===== src/rtl/aes_cntrl_parser_if.sv =====
// Control-stream bundle between the AXI DMA MM2S control port
// and the AES control parser.
interface aes_cntrl_parser_if #(
    parameter int DW = 32
) ();
    logic [DW-1:0]   tdata;
    logic [DW/8-1:0] tkeep;
    logic            tvalid;
    logic            tlast;
    logic            tready;

    modport master (
        output tdata, tkeep, tvalid, tlast,
        input  tready
    );

    modport slave (
        input  tdata, tkeep, tvalid, tlast,
        output tready
    );
endinterface


===== src/rtl/aes_cntrl_parser.sv =====
// Decodes DMA MM2S control frames into AES key/IV loads and start
// commands; malformed frames are drained and counted.
module aes_cntrl_parser #(
    parameter int C_M_AXIS_MM2S_CNTRL_TDATA_WIDTH = 32,
    parameter int C_KEY_WIDTH                     = 128,
    parameter int C_ERR_CNT_WIDTH                 = 8
) (
    input  logic                       m_axi_mm2s_aclk,
    input  logic                       mm2s_cntrl_reset,
    aes_cntrl_parser_if.slave          m_axis_mm2s_cntrl,
    output logic [C_KEY_WIDTH-1:0]     aes_key,
    output logic                       aes_key_load,
    output logic [C_KEY_WIDTH-1:0]     aes_iv,
    output logic                       aes_iv_load,
    output logic                       aes_cmd_valid,
    output logic                       aes_cmd_dir,
    input  logic                       aes_cmd_ready,
    output logic                       aes_cntrl_err,
    output logic [C_ERR_CNT_WIDTH-1:0] aes_cntrl_err_cnt
);
    localparam int DW    = C_M_AXIS_MM2S_CNTRL_TDATA_WIDTH;
    localparam int BEATS = C_KEY_WIDTH / DW;

    localparam logic [2:0] LAST_BEAT = 3'(BEATS);
    localparam logic [C_ERR_CNT_WIDTH-1:0] CNT_MAX = '1;

    typedef enum logic [2:0] {
        S_FLAG,
        S_APP0,
        S_PAYLOAD,
        S_DRAIN,
        S_ISSUE
    } state_t;

    typedef enum logic [1:0] {
        OP_KEY,
        OP_IV,
        OP_START,
        OP_BAD
    } op_t;

    state_t                     state_q, state_d;
    logic [2:0]                 cnt_q, cnt_d;
    logic [C_KEY_WIDTH-1:0]     stage_q, stage_d;
    op_t                        op_q, op_d;
    logic                       dir_q, dir_d;
    logic [C_KEY_WIDTH-1:0]     key_d, iv_d;
    logic                       key_load_d, iv_load_d;
    logic                       err_d;
    logic [C_ERR_CNT_WIDTH-1:0] err_cnt_d;

    logic [DW-1:0]          tdata;
    logic                   tlast;
    logic                   beat;
    logic                   flag_ok;
    logic [C_KEY_WIDTH-1:0] stage_shift;
    logic                   unused_tkeep;

    assign tdata   = m_axis_mm2s_cntrl.tdata;
    assign tlast   = m_axis_mm2s_cntrl.tlast;
    assign flag_ok = (tdata[DW-1 -: 4] == 4'hA);

    // No beat is taken while the reset is being applied.
    assign m_axis_mm2s_cntrl.tready =
        (state_q != S_ISSUE) && !mm2s_cntrl_reset;

    assign beat = m_axis_mm2s_cntrl.tvalid
                & m_axis_mm2s_cntrl.tready;

    assign stage_shift  = {stage_q[C_KEY_WIDTH-DW-1:0], tdata};
    assign unused_tkeep = ^m_axis_mm2s_cntrl.tkeep;

    assign aes_cmd_valid = (state_q == S_ISSUE);
    assign aes_cmd_dir   = aes_cmd_valid & dir_q;

    always_comb begin
        state_d    = state_q;
        cnt_d      = cnt_q;
        stage_d    = stage_q;
        op_d       = op_q;
        dir_d      = dir_q;
        key_d      = aes_key;
        iv_d       = aes_iv;
        key_load_d = 1'b0;
        iv_load_d  = 1'b0;
        err_d      = 1'b0;
        err_cnt_d  = aes_cntrl_err_cnt;

        unique case (state_q)
            S_FLAG: begin
                if (beat) begin
                    if (flag_ok && !tlast) begin
                        state_d = S_APP0;
                    end else begin
                        err_d   = 1'b1;
                        state_d = tlast ? S_FLAG : S_DRAIN;
                    end
                end
            end
            S_APP0: begin
                if (beat) begin
                    op_d  = op_t'(tdata[1:0]);
                    dir_d = tdata[8];
                    if (tlast) begin
                        err_d   = 1'b1;
                        state_d = S_FLAG;
                    end else begin
                        cnt_d   = 3'd1;
                        state_d = S_PAYLOAD;
                    end
                end
            end
            S_PAYLOAD: begin
                if (beat) begin
                    stage_d = stage_shift;
                    cnt_d   = cnt_q + 3'd1;
                    if (cnt_q != LAST_BEAT) begin
                        if (tlast) begin
                            err_d   = 1'b1;
                            state_d = S_FLAG;
                        end
                    end else if (!tlast) begin
                        err_d   = 1'b1;
                        state_d = S_DRAIN;
                    end else begin
                        state_d = S_FLAG;
                        unique case (op_q)
                            OP_KEY: begin
                                key_d      = stage_shift;
                                key_load_d = 1'b1;
                            end
                            OP_IV: begin
                                iv_d      = stage_shift;
                                iv_load_d = 1'b1;
                            end
                            OP_START: state_d = S_ISSUE;
                            OP_BAD:   err_d   = 1'b1;
                        endcase
                    end
                end
            end
            S_DRAIN: begin
                if (beat && tlast) state_d = S_FLAG;
            end
            S_ISSUE: begin
                if (aes_cmd_ready) state_d = S_FLAG;
            end
            default: state_d = S_FLAG;
        endcase

        if (err_d && aes_cntrl_err_cnt != CNT_MAX) begin
            err_cnt_d = aes_cntrl_err_cnt + 1'b1;
        end
    end

    always_ff @(posedge m_axi_mm2s_aclk) begin
        if (mm2s_cntrl_reset) begin
            state_q           <= S_FLAG;
            cnt_q             <= '0;
            stage_q           <= '0;
            op_q              <= OP_KEY;
            dir_q             <= 1'b0;
            aes_key           <= '0;
            aes_iv            <= '0;
            aes_key_load      <= 1'b0;
            aes_iv_load       <= 1'b0;
            aes_cntrl_err     <= 1'b0;
            aes_cntrl_err_cnt <= '0;
        end else begin
            state_q           <= state_d;
            cnt_q             <= cnt_d;
            stage_q           <= stage_d;
            op_q              <= op_d;
            dir_q             <= dir_d;
            aes_key           <= key_d;
            aes_iv            <= iv_d;
            aes_key_load      <= key_load_d;
            aes_iv_load       <= iv_load_d;
            aes_cntrl_err     <= err_d;
            aes_cntrl_err_cnt <= err_cnt_d;
        end
    end
endmodule


===== src/flat_wrapper.sv =====
// flat-port wrapper written by rule: the top's interface ports become plain ports
module aes_cntrl_parser_flat 
#(
    parameter int C_M_AXIS_MM2S_CNTRL_TDATA_WIDTH = 32,
    parameter int C_KEY_WIDTH                     = 128,
    parameter int C_ERR_CNT_WIDTH                 = 8
)
  (m_axi_mm2s_aclk, mm2s_cntrl_reset, aes_key, aes_key_load, aes_iv, aes_iv_load, aes_cmd_valid, aes_cmd_dir, aes_cmd_ready, aes_cntrl_err, aes_cntrl_err_cnt, m_axis_mm2s_cntrl_tdata, m_axis_mm2s_cntrl_tkeep, m_axis_mm2s_cntrl_tvalid, m_axis_mm2s_cntrl_tlast, m_axis_mm2s_cntrl_tready);
  aes_cntrl_parser_if #(.DW(32)) m_axis_mm2s_cntrl_i ();
  input  logic m_axi_mm2s_aclk;
  input  logic mm2s_cntrl_reset;
  output logic [C_KEY_WIDTH-1:0] aes_key;
  output logic aes_key_load;
  output logic [C_KEY_WIDTH-1:0] aes_iv;
  output logic aes_iv_load;
  output logic aes_cmd_valid;
  output logic aes_cmd_dir;
  input  logic aes_cmd_ready;
  output logic aes_cntrl_err;
  output logic [C_ERR_CNT_WIDTH-1:0] aes_cntrl_err_cnt;
  input wire logic [$bits(m_axis_mm2s_cntrl_i.tdata)-1:0] m_axis_mm2s_cntrl_tdata;
  input wire logic [$bits(m_axis_mm2s_cntrl_i.tkeep)-1:0] m_axis_mm2s_cntrl_tkeep;
  input wire logic [$bits(m_axis_mm2s_cntrl_i.tvalid)-1:0] m_axis_mm2s_cntrl_tvalid;
  input wire logic [$bits(m_axis_mm2s_cntrl_i.tlast)-1:0] m_axis_mm2s_cntrl_tlast;
  output wire logic [$bits(m_axis_mm2s_cntrl_i.tready)-1:0] m_axis_mm2s_cntrl_tready;
  assign m_axis_mm2s_cntrl_i.tdata = m_axis_mm2s_cntrl_tdata;
  assign m_axis_mm2s_cntrl_i.tkeep = m_axis_mm2s_cntrl_tkeep;
  assign m_axis_mm2s_cntrl_i.tvalid = m_axis_mm2s_cntrl_tvalid;
  assign m_axis_mm2s_cntrl_i.tlast = m_axis_mm2s_cntrl_tlast;
  assign m_axis_mm2s_cntrl_tready = m_axis_mm2s_cntrl_i.tready;
  aes_cntrl_parser #(.C_M_AXIS_MM2S_CNTRL_TDATA_WIDTH(C_M_AXIS_MM2S_CNTRL_TDATA_WIDTH), .C_KEY_WIDTH(C_KEY_WIDTH), .C_ERR_CNT_WIDTH(C_ERR_CNT_WIDTH)) u_core (.m_axi_mm2s_aclk(m_axi_mm2s_aclk), .mm2s_cntrl_reset(mm2s_cntrl_reset), .m_axis_mm2s_cntrl(m_axis_mm2s_cntrl_i), .aes_key(aes_key), .aes_key_load(aes_key_load), .aes_iv(aes_iv), .aes_iv_load(aes_iv_load), .aes_cmd_valid(aes_cmd_valid), .aes_cmd_dir(aes_cmd_dir), .aes_cmd_ready(aes_cmd_ready), .aes_cntrl_err(aes_cntrl_err), .aes_cntrl_err_cnt(aes_cntrl_err_cnt));
endmodule

===== config.mk =====
export PLATFORM = sky130hd
export DESIGN_NAME = aes_cntrl_parser_flat
export DESIGN_NICKNAME = d
export VERILOG_FILES = /design/src/rtl/aes_cntrl_parser_if.sv /design/src/rtl/aes_cntrl_parser.sv /design/src/flat_wrapper.sv
export SDC_FILE = /design/constraint.sdc
export NUM_CORES = 1
export LEC_CHECK = 0
export ABC_AREA = 1
export CORE_AREA = 5 5 181 183
export DETAILED_ROUTE_END_ITERATION = 8
export DIE_AREA = 0 0 186 188
export GPL_ROUTABILITY_DRIVEN = 0
export PLACE_DENSITY = 0.78
export RECOVER_POWER = 50
export SLEW_MARGIN = 20
export SYNTH_ARGS = -nofsm -noshare
export SYNTH_HDL_FRONTEND = slang
export SYNTH_SLANG_ARGS = --single-unit

===== constraint.sdc =====
create_clock -name m_axi_mm2s_aclk -period 2.6 [get_ports m_axi_mm2s_aclk]
set_clock_uncertainty 0.1 [all_clocks]
set_input_delay 0.26 -clock m_axi_mm2s_aclk [delete_from_list [all_inputs] [get_ports m_axi_mm2s_aclk]]
set_output_delay 0.26 -clock m_axi_mm2s_aclk [all_outputs]
set_load 0.02 [all_outputs]

==> results of run 1 <==
==> power by group through the flow <==
| stage | sequential, uW | clock [uW] | combinational, uW |
|---|---|---|---|
| 2_1_floorplan | 5930 | 0 | 268 |
| 3_3_place_gp | 5950 | 0 | 424 |
| 3_5_place_dp | 5950 | 0 | 434 |
| 4_1_cts | 5830 | 5500 | 437 |
| 5_1_grt | 5830 | 5740 | 486 |
| 6_report | 5830 | 5380 | 429 |
==> cells in the final DEF (no fill, tap or decap), types with 2 or more instances in the layout <==
cell	Yosys	final
nand2_1	552	551
dfxtp_1	372	372
nor2_1	283	284
dlygate4sd3_1	0	268
a21oi_1	239	239
inv_1	152	151
o21ai_0	105	105
clkbuf_16	0	41
clkdlybuf4s50_1	0	38
clkbuf_1	60	12
buf_4	26	12
buf_12	0	9
nand3_1	6	8
nand4_1	7	7
clkbuf_8	0	7
clkinv_2	0	6
nor3_1	5	5
xor2_1	3	3
ha_1	3	3
clkinvlp_2	0	2
nand3_2	4	2
nor4_1	2	2
==> tightest hold or removal path: cells and delay by family <==
kind / cells / cell delay [ns]
buf+inv: 1 / 0.41
compound gates: 1 / 0.05
simple gates: 1 / 0.07
==> kinds of logic (layout without fill, tap and decap cells) <==
kind of cell / after synthesis / count (layout) / share of synthesized area (%)
compound gates: 344 / 344 / 12.6
flops: 372 / 372 / 54.3
simple gates: 865 / 865 / 24.3
fa+ha+maj: 3 / 3 / 0.274
buf+inv: 270 / 550 / 8.33
xor+xnor: 3 / 3 / 0.192
==> synthesized netlist by cell type (all sizes together) <==
library cell | count | area [um2]
nand3 | 10 | 70.1
nand2 | 553 | 2080
and2 | 1 | 6.26
nand4 | 7 | 43.8
o21ai | 105 | 526
nand3b | 1 | 7.51
nor4 | 2 | 12.5
or2 | 1 | 6.26
dfxtp | 372 | 7450
a21oi | 239 | 1200
inv | 152 | 571
nor3 | 5 | 25.0
nor2 | 285 | 1080
clkinv | 1 | 3.75
ha | 3 | 37.5
clkbuf | 60 | 225
xor2 | 3 | 26.3
buf | 57 | 343
==> routing by layer <==
layer | vias up | wire, um
li1 | 6272 | -
met1 | 5672 | 16800
met2 | 413 | 18300
met3 | 88 | 3200
met4 | 0 | 1510
met5 | - | 0
==> state kept, by name, summed over array words and instances (netlist names) <==
| name | flops |
|---|---|
| u_core.stage_q | 96 |
| u_core.state_q | 3 |
| u_core.aes_key | 128 |
| u_core.aes_iv_load | 1 |
| u_core.aes_key_load | 1 |
| u_core.op_q | 2 |
| u_core.aes_iv | 128 |
| u_core.aes_cntrl_err | 1 |
| u_core.aes_cntrl_err_cnt | 8 |
| u_core.dir_q | 1 |
| u_core.cnt_q | 3 |
==> through the flow <==
stage                     util, %  cells  setup WS, ns  power (uW)
after global placement       54.7   2469         0.229        6370
after detailed placement     54.7   2469         0.182        6390
final                        58.6   2539         0.252       11600
after CTS                    58.7   2539         0.286       11800
after global routing         58.6   2539         0.107       12100
after floorplan                 -   1857         0.813        6200
==> final timing paths <==
path | cells after the start | from | end
worst max-delay path | 12 | mm2s_cntrl_reset | u_core.aes_key[82]$_SDFFE_PP0P_
worst min-delay path | 3 | m_axis_mm2s_cntrl_tdata[11] | u_core.aes_iv[11]$_SDFFE_PP0P_
worst max register to register | 11 | u_core.state_q[0]$_SDFFE_PP0P_ | u_core.aes_key[82]$_SDFFE_PP0P_
worst min register to register | 2 | u_core.aes_iv[110]$_SDFFE_PP0P_ | u_core.aes_iv[110]$_SDFFE_PP0P_
==> area by class of cell <==
type / count / area, um2
timing repair buffer: 328 / 3340
clock inverter: 9 / 76.3
multi-input combinational: 1215 / 5110
clock buffer: 60 / 1170
inverter: 153 / 577
fill: 2800 / 12800
sequential: 372 / 7450
tap: 402 / 503
==> flow_summary.yaml, run 1 <==
routing:
  drt-pass1-iter-count: 6
  routed_via_density: 4.90
  wl_per_cell_um: 15.7
  vias: 12400
  ant_nets: 0
  drcViolationCount: 0
  finalWirelength_um: 39800
  dr.first_iter.drc_count: 752
setup_path:
  end_kind: "register"
  worst_ep_required_time_ns: 2.90
  cp-start-kind: "primary input"
  path_buf_inv: 5
  reg2reg_slack_ns: 0.29
  crit_chain: "dlygate4sd3_1 > buf_4 > clkinvlp_2 > nand3_2 > nor2_1 > nand3_2 > nor2_4 > buf_12 > buf_12 > nand2_1 > nand2_1 > nor2_1"
  slowest_stage: "dlygate4sd3_1"
  slowest_delay_ns: 0.54
  path_class: "in -> reg"
  crit_arrival_ns: 2.65
  critical_path_peak_fanout: 40
  cp_top_family: "buffers and inverters"
pwr:
  swShare_pct: 21.8
  seqPwrFrac_pct: 50.1
  internal_power_uw: 9100
  p_sw_uw: 2540
  p_per_area_nw_per_um2: 639
  ir_drop_v: 0.000521
  pwr-share-comb_pct: 3.7
  p_clk_share_pct: 46.2
  leakage_uw: 0.00767
cts:
  post-cts-setup-buffers: 0
  cts.sink_count: 372
  clk-insertion-delay-late_ns: 0.51
  cts_resized: 0
  cts_tree: "yes"
  cts_max_path_buffers: 3
  htree_levels: 2
  clk_pin_slew_ns: 0.06
  cts-root-buf: "clkbuf_16"
  cts_inserted_buffers: 39
  cts_hold_buffers: 1
timing:
  finalCriticalPeriod_ns: 2.35
  hold_viol: 0
  rsz0062_at_grt: "no"
  fmax_ghz: 0.426
  holdWs_ns: 0.232
  fin_tns_setup_ns: 0
  period_share_pct: 90.3
  slew_headroom_pct: 35.7
  finalSetupViolCount: 0
  worst_pin_slew_ns: 0.964
  maxSlewViolCount: 0
global_route:
  grt_use_met2_pct: 35.8
  grt_pass1_wl_um: 63400
  track_usage_pct: 22.2
  grt_use_met1_pct: 28.6
  grt-ovfl-total: 0
  gr-usage-met3_pct: 6.09
  grt_max_degree: 234
  grt_antenna_before_repair: 0
  grt_pass1_vias: 12000
  busiest_layer: "met2"
final_layout:
  fin_area_um2: 18200
  antenna_cells: 0
  nets: 2153
  area_growth_pct: 32.9
  drive_above_1_share_pct: 4.07
floorplan:
  die_w_um: 186
  initial_utilization_pct: 44.1
  dieHeight_um: 188
  ioPinCount: 311
  row_count: 65
  core_area_um2: 31100
  dieArea_um2: 35000
status:
  status: "complete, no violations"
synth:
  yosysWarnings: 0
  avgSynthCellArea_um2: 7.38
  syn_inst: 1857
  ys_seq_area_share_pct: 54.3
  synth_area_um2: 13700
  yosys_register_bits: 372
  syn_nets: 1901
  synth_cell_type_count: 23
placed_design:
  dp_hpwl_um: 27300
  dpl-instance-area_um2: 17000
  portBuffers: 306
job:
  max-cap-violations: 0
worst_hold_path:
  hold_class: "in -> reg"
Power figures use the tool's default switching activity.
==> inputs of run 2 (changes only) <==
HOLD_SLACK_MARGIN = 0.15   (was unset)
==> results of run 2 <==
The final DEF is identical to that of run 1; final timing and power are the same.
